### src/rtl/tx_pend_sched.sv
// rtl/tx_pend_sched.sv - per-flow pending-bit tracker with round-robin TX dispatch scan
package tx_pend_sched_pkg;
  localparam logic [1:0] PEND_NOP   = 2'd0;
  localparam logic [1:0] PEND_SET   = 2'd1;
  localparam logic [1:0] PEND_CLEAR = 2'd2;

  typedef struct packed {
    logic [1:0]  cmd;
    logic [15:0] timestamp;
  } pend_set_clear_t;

  typedef struct packed {
    logic [15:0]     flowid;
    pend_set_clear_t ack_pend_set_clear;
    pend_set_clear_t data_pend_set_clear;
    pend_set_clear_t rt_pend_set_clear;
  } sched_cmd_struct;
endpackage

module tx_pend_sched
  import tx_pend_sched_pkg::*;
#(
  parameter int MAX_FLOWS = 64,
  parameter int FLOWID_W  = $clog2(MAX_FLOWS)
) (
  input  logic                clk,
  input  logic                rst,
  input  logic                cmd_val,
  input  sched_cmd_struct     cmd_data,
  output logic                cmd_rdy,
  output logic                sched_val,
  output logic [FLOWID_W-1:0] sched_flowid,
  output logic [2:0]          sched_flags,
  input  logic                sched_rdy
);

  typedef enum logic {SCAN, OUTPUT} state_t;

  state_t              state, state_next;
  logic [FLOWID_W-1:0] idx, idx_next;
  logic [2:0]          pend      [MAX_FLOWS];
  logic [2:0]          pend_next [MAX_FLOWS];
  logic [2:0]          cur;
  logic                latch;
  logic                accept;
  logic [FLOWID_W-1:0] cmd_flow;
  logic [FLOWID_W-1:0] flowid_q;
  logic [2:0]          flags_q;
  logic                unused_cmd;

  assign cmd_rdy      = ~rst;
  assign accept       = cmd_val & cmd_rdy;
  assign cmd_flow     = cmd_data.flowid[FLOWID_W-1:0];
  assign cur          = pend[idx];
  assign sched_val    = (state == OUTPUT);
  assign sched_flowid = flowid_q;
  assign sched_flags  = flags_q;
  assign unused_cmd   = ^{cmd_data.flowid,
                          cmd_data.ack_pend_set_clear.timestamp,
                          cmd_data.data_pend_set_clear.timestamp,
                          cmd_data.rt_pend_set_clear.timestamp};

  function automatic logic apply_op(input logic cur_bit, input logic [1:0] op);
    case (op)
      PEND_SET:   apply_op = 1'b1;
      PEND_CLEAR: apply_op = 1'b0;
      default:    apply_op = cur_bit;
    endcase
  endfunction

  always_comb begin
    state_next = state;
    idx_next   = idx;
    latch      = 1'b0;
    case (state)
      SCAN: begin
        if (|cur) begin
          latch      = 1'b1;
          state_next = OUTPUT;
        end else begin
          idx_next = idx + FLOWID_W'(1);
        end
      end
      OUTPUT: begin
        if (sched_rdy) begin
          idx_next   = idx + FLOWID_W'(1);
          state_next = SCAN;
        end
      end
      default: state_next = SCAN;
    endcase
  end

  // Dispatch clear lands first so a same-cycle command on the same flow wins.
  always_comb begin
    for (int i = 0; i < MAX_FLOWS; i++) begin
      pend_next[i] = pend[i];
      if (latch && idx == FLOWID_W'(i))
        pend_next[i] = 3'b000;
      if (accept && cmd_flow == FLOWID_W'(i)) begin
        pend_next[i][0] = apply_op(pend_next[i][0], cmd_data.ack_pend_set_clear.cmd);
        pend_next[i][1] = apply_op(pend_next[i][1], cmd_data.data_pend_set_clear.cmd);
        pend_next[i][2] = apply_op(pend_next[i][2], cmd_data.rt_pend_set_clear.cmd);
      end
    end
  end

  always_ff @(posedge clk) begin
    if (rst) begin
      state    <= SCAN;
      idx      <= '0;
      flowid_q <= '0;
      flags_q  <= '0;
      for (int i = 0; i < MAX_FLOWS; i++)
        pend[i] <= 3'b000;
    end else begin
      state <= state_next;
      idx   <= idx_next;
      for (int i = 0; i < MAX_FLOWS; i++)
        pend[i] <= pend_next[i];
      if (latch) begin
        flowid_q <= idx;
        flags_q  <= cur;
      end
    end
  end

endmodule

### config.mk
export PLATFORM = sky130hd
export DESIGN_NAME = tx_pend_sched
export DESIGN_NICKNAME = d
export VERILOG_FILES = /design/src/rtl/tx_pend_sched.sv
export SDC_FILE = /design/constraint.sdc
export NUM_CORES = 1
export LEC_CHECK = 0
export BUFFER_PORTS_ARGS = -buffer_cell sky130_fd_sc_hd__buf_2
export CAP_MARGIN = 30
export CORE_ASPECT_RATIO = 0.6
export CORE_UTILIZATION = 35
export DETAILED_ROUTE_END_ITERATION = 10
export SKIP_CTS_REPAIR_TIMING = 1
export SLEW_MARGIN = 20
export SYNTH_ARGS = -nofsm -noshare
export SYNTH_HDL_FRONTEND = slang
export SYNTH_SLANG_ARGS = --single-unit
### constraint.sdc
create_clock -name clk -period 3.1 [get_ports clk]
set_clock_uncertainty 0.1 [all_clocks]
set_input_delay 0.62 -clock clk [delete_from_list [all_inputs] [get_ports clk]]
set_output_delay 0.62 -clock clk [all_outputs]
set_load 0.1 [all_outputs]
==> impl_results.rst <==
.. list-table::
   :header-rows: 1

   * - Metric
     - Value
   * - Number of placement rows
     - 55
   * - DR vias
     - 13100
   * - Sequential fraction of the synthesis area
     - 32.0%
   * - Maximum number of pins on one net before global-route repair
     - 129
   * - Post-DP HPWL
     - 33100 um
   * - Critical path launch point type
     - flop
   * - DR WL met2
     - 19500 um
   * - Cts bufs inserted
     - 22
   * - Cell at the root of the clock tree
     - sky130_fd_sc_hd__clkbuf_16
   * - Area grow syn2layout
     - 13.3%
   * - Clock edge transition at the registers on the reported setup and hold paths
     - 0.07 ns
   * - Standard cell area after detailed placement
     - 0.0142 mm^2
   * - Hold path depth
     - 2
   * - Final-layout setup total negative slack
     - -38.32 ns
   * - Min Hold Slack
     - 0.383 ns
   * - Clock latency at the later pin of the worst-skew pair
     - 0.53 ns
   * - Post-layout minimum cycle time
     - 3.37 ns
   * - DRC viols
     - 0
   * - Highest clock frequency the design can meet
     - 296 MHz
   * - Crit end category
     - flop
   * - Wire length on met3
     - 6660 um
   * - Violated checks
     - negative setup slack
   * - IO buf count
     - 26
   * - Normalized max-slew margin
     - 36.7%
   * - Overall power
     - 8.37 mW
   * - Initial Utilization
     - 35.5%
   * - Number of buffers on the longest clock path
     - 3
   * - Routed length on met1
     - 22500 um
   * - Power per cell area
     - 551 mW/mm^2
   * - Wire length per cell
     - 24.1 um
   * - Depth of the most critical reg-to-reg path
     - 9
   * - TritonRoute pass-1 iters
     - 6
   * - Total routed wirelength
     - 49600 um
   * - Via count of the first global-routing pass
     - 12000
   * - CTS tree
     - yes
   * - Number of endpoints failing setup at the final stage
     - 206
   * - Die height
     - 154 um
   * - Final Hold Viols
     - 0
   * - Cell total after placement
     - 2017
   * - Net count after synthesis
     - 1638
   * - CP Class
     - flop to flop
   * - Fin worst setup slack
     - -0.274 ns
   * - Floorplan Core Area
     - 0.0377 mm^2
   * - H-tree depth
     - 1
   * - Total count of max-transition violations in the final report
     - 0
   * - # Max-Cap Violations
     - 0
   * - Post-synthesis register bit count
     - 214
   * - Outcome
     - finished with violations
   * - Count of placed standard cells in the final layout, fillers left out
     - 2058
   * - Net total in the final layout
     - 1611
   * - Initial antenna violation count
     - 1
   * - Cell taking the most area after synthesis
     - sky130_fd_sc_hd__dfxtp_1
   * - Global-route total usage across every layer
     - 25.2%
   * - Syn. warnings
     - 0
   * - DRC marker count from the first detailed-route iteration
     - 1790
   * - Unrepaired setup endpoints after global routing
     - true
   * - VDD IR max
     - 446 uV
   * - Global-route wire length before repair
     - 75100 um
   * - Die area
     - 0.0391 mm^2
   * - Layout cells sized above 1
     - 25.5%
   * - Filler Cells Inserted
     - 3794
   * - Count of cell types in the netlist
     - 43
   * - Synth top area cells
     - sky130_fd_sc_hd__dfxtp_1 (32%), sky130_fd_sc_hd__a221oi_2 (18%), sky130_fd_sc_hd__nand2_1 (9.6%)
   * - Actual slew at the worst max-slew pin
     - 0.950 ns
   * - Top cell type's share of synthesized area
     - 32.0%
   * - Average footprint of a synthesized cell
     - 8.60 um^2
   * - Worst Path Max Fanout
     - 32
   * - I/O pin count
     - 85
   * - Top routing layer in use
     - met4
   * - Type of the worst min-delay path
     - flop to flop
   * - Grt ovf
     - 0
   * - Die X
     - 255 um
   * - Synthesized instance count
     - 1557
   * - Leakage power
     - 4.36 nW
   * - Area of the mapped netlist
     - 0.0134 mm^2
   * - Final standard cell area without fillers
     - 0.0152 mm^2
   * - Worst EP arrival
     - 3.71 ns
   * - Final weighted congestion in routability-driven placement
     - 0.945
   * - Per-cell via count in the routed design
     - 6.36
   * - Share of the cycle needed by the critical path after routing
     - 109%
   * - Required time of the critical path
     - 3.43 ns
   * - Clock sink count
     - 214
   * - Count of antenna-violating nets left after detailed routing
     - 0
final cells by class:
class / instances / area [um^2] / share of cell area, %
Antenna cell: 1 / 2.50 / 0.0165
Clock buffer: 29 / 618 / 4.07
Clock inverter: 9 / 128 / 0.841
Inverter: 11 / 45.0 / 0.297
Multi-Input combinational cell: 1178 / 8500 / 56.0
Sequential cell: 214 / 4290 / 28.3
Tap cell: 513 / 642 / 4.23
Timing Repair Buffer: 103 / 956 / 6.30
registers in the layout, summed over array words and instances, names as in the netlist, named ones only:
register	count
pend	192
sched_val	1
sched_flags	3
sched_flowid	6
idx	6
Yosys cell counts, drive strengths merged:
library cell / number
o32ai: 3
mux2: 7
clkinv: 1
ha: 7
o311ai: 1
o41ai: 2
o221ai: 1
nand3: 11
nand4: 1
o31ai: 2
nand2: 344
dfxtp: 214
nand2b: 5
mux4: 56
and2: 6
nor2b: 12
nor4: 2
or2: 2
nor2: 92
a32oi: 1
clkbuf: 118
buf: 36
a41oi: 1
o21ai: 196
or3: 4
o22ai: 4
nor3b: 7
mux2i: 9
a221oi: 192
and3: 2
and3b: 2
nor3: 10
inv: 10
a21oi: 196
where the power goes:
part / switching [mW] / total [mW] / internal (mW) / leakage, nW
Combinational: 1.76 / 2.58 / 0.815 / 2.28
Sequential: 0.106 / 2.90 / 2.80 / 1.73
Clock: 1.24 / 2.89 / 1.65 / 0.357
Total: 3.10 / 8.37 / 5.26 / 4.36
metrics by stage:
stage / setup slack, ns / util [%]
6_report: -0.274 / 40.2
4_1_cts: -0.318 / 39.8
3_5_place_dp: -0.315 / 37.8
5_1_grt: -0.308 / 40.2
2_1_floorplan: 0.0309 / -
3_3_place_gp: -0.274 / 37.8
final timing paths:
path                            slack, ns             end           start
worst min register to register       0.38  sched_flags[2]  sched_flags[2]
worst max register to register      -0.27     pend[54][2]            flop
worst min-delay path                 0.38  sched_flags[2]  sched_flags[2]
worst max-delay path                -0.27     pend[54][2]            flop
kinds of logic after synthesis:
kind of cell	after synthesis	synth area share [%]
adder cells (fa/ha/maj)	7	0.654
buffers and inverters	165	5.73
multiplexers	72	10.7
AO/OA/AOI/OAI	599	35.7
AND/OR/NAND/NOR	500	15.2
flip-flops	214	32.0
cell usage in the layout (no fill, tap or decap), drive strengths merged, types with 7 or more instances in the layout:
cell,count
a21oi,196
a221oi,192
buf,103
clkbuf,29
dfxtp,214
ha,7
inv,9
mux2,7
mux2i,9
mux4,56
nand2,344
nand3,11
nor2,92
nor2b,12
nor3,10
nor3b,7
o21ai,196
critical path: stages (launching register included):
cell,delay [ns]
sky130_fd_sc_hd__dfxtp_4,0.53
sky130_fd_sc_hd__buf_12,0.19
sky130_fd_sc_hd__mux4_2,0.53
sky130_fd_sc_hd__mux4_2,0.51
sky130_fd_sc_hd__mux2_4,0.33
sky130_fd_sc_hd__o21ai_4,0.19
sky130_fd_sc_hd__nand3_4,0.15
sky130_fd_sc_hd__buf_6,0.20
sky130_fd_sc_hd__buf_12,0.19
sky130_fd_sc_hd__a221oi_1,0.29
layer usage:
metal,GRT usage (%),vias up
met4,5.50,0
met2,33.0,784
met5,0,-
li1,-,5806
met1,39.1,6430
met3,7.74,77
Note: power is estimated with default switching activity, not from simulation.
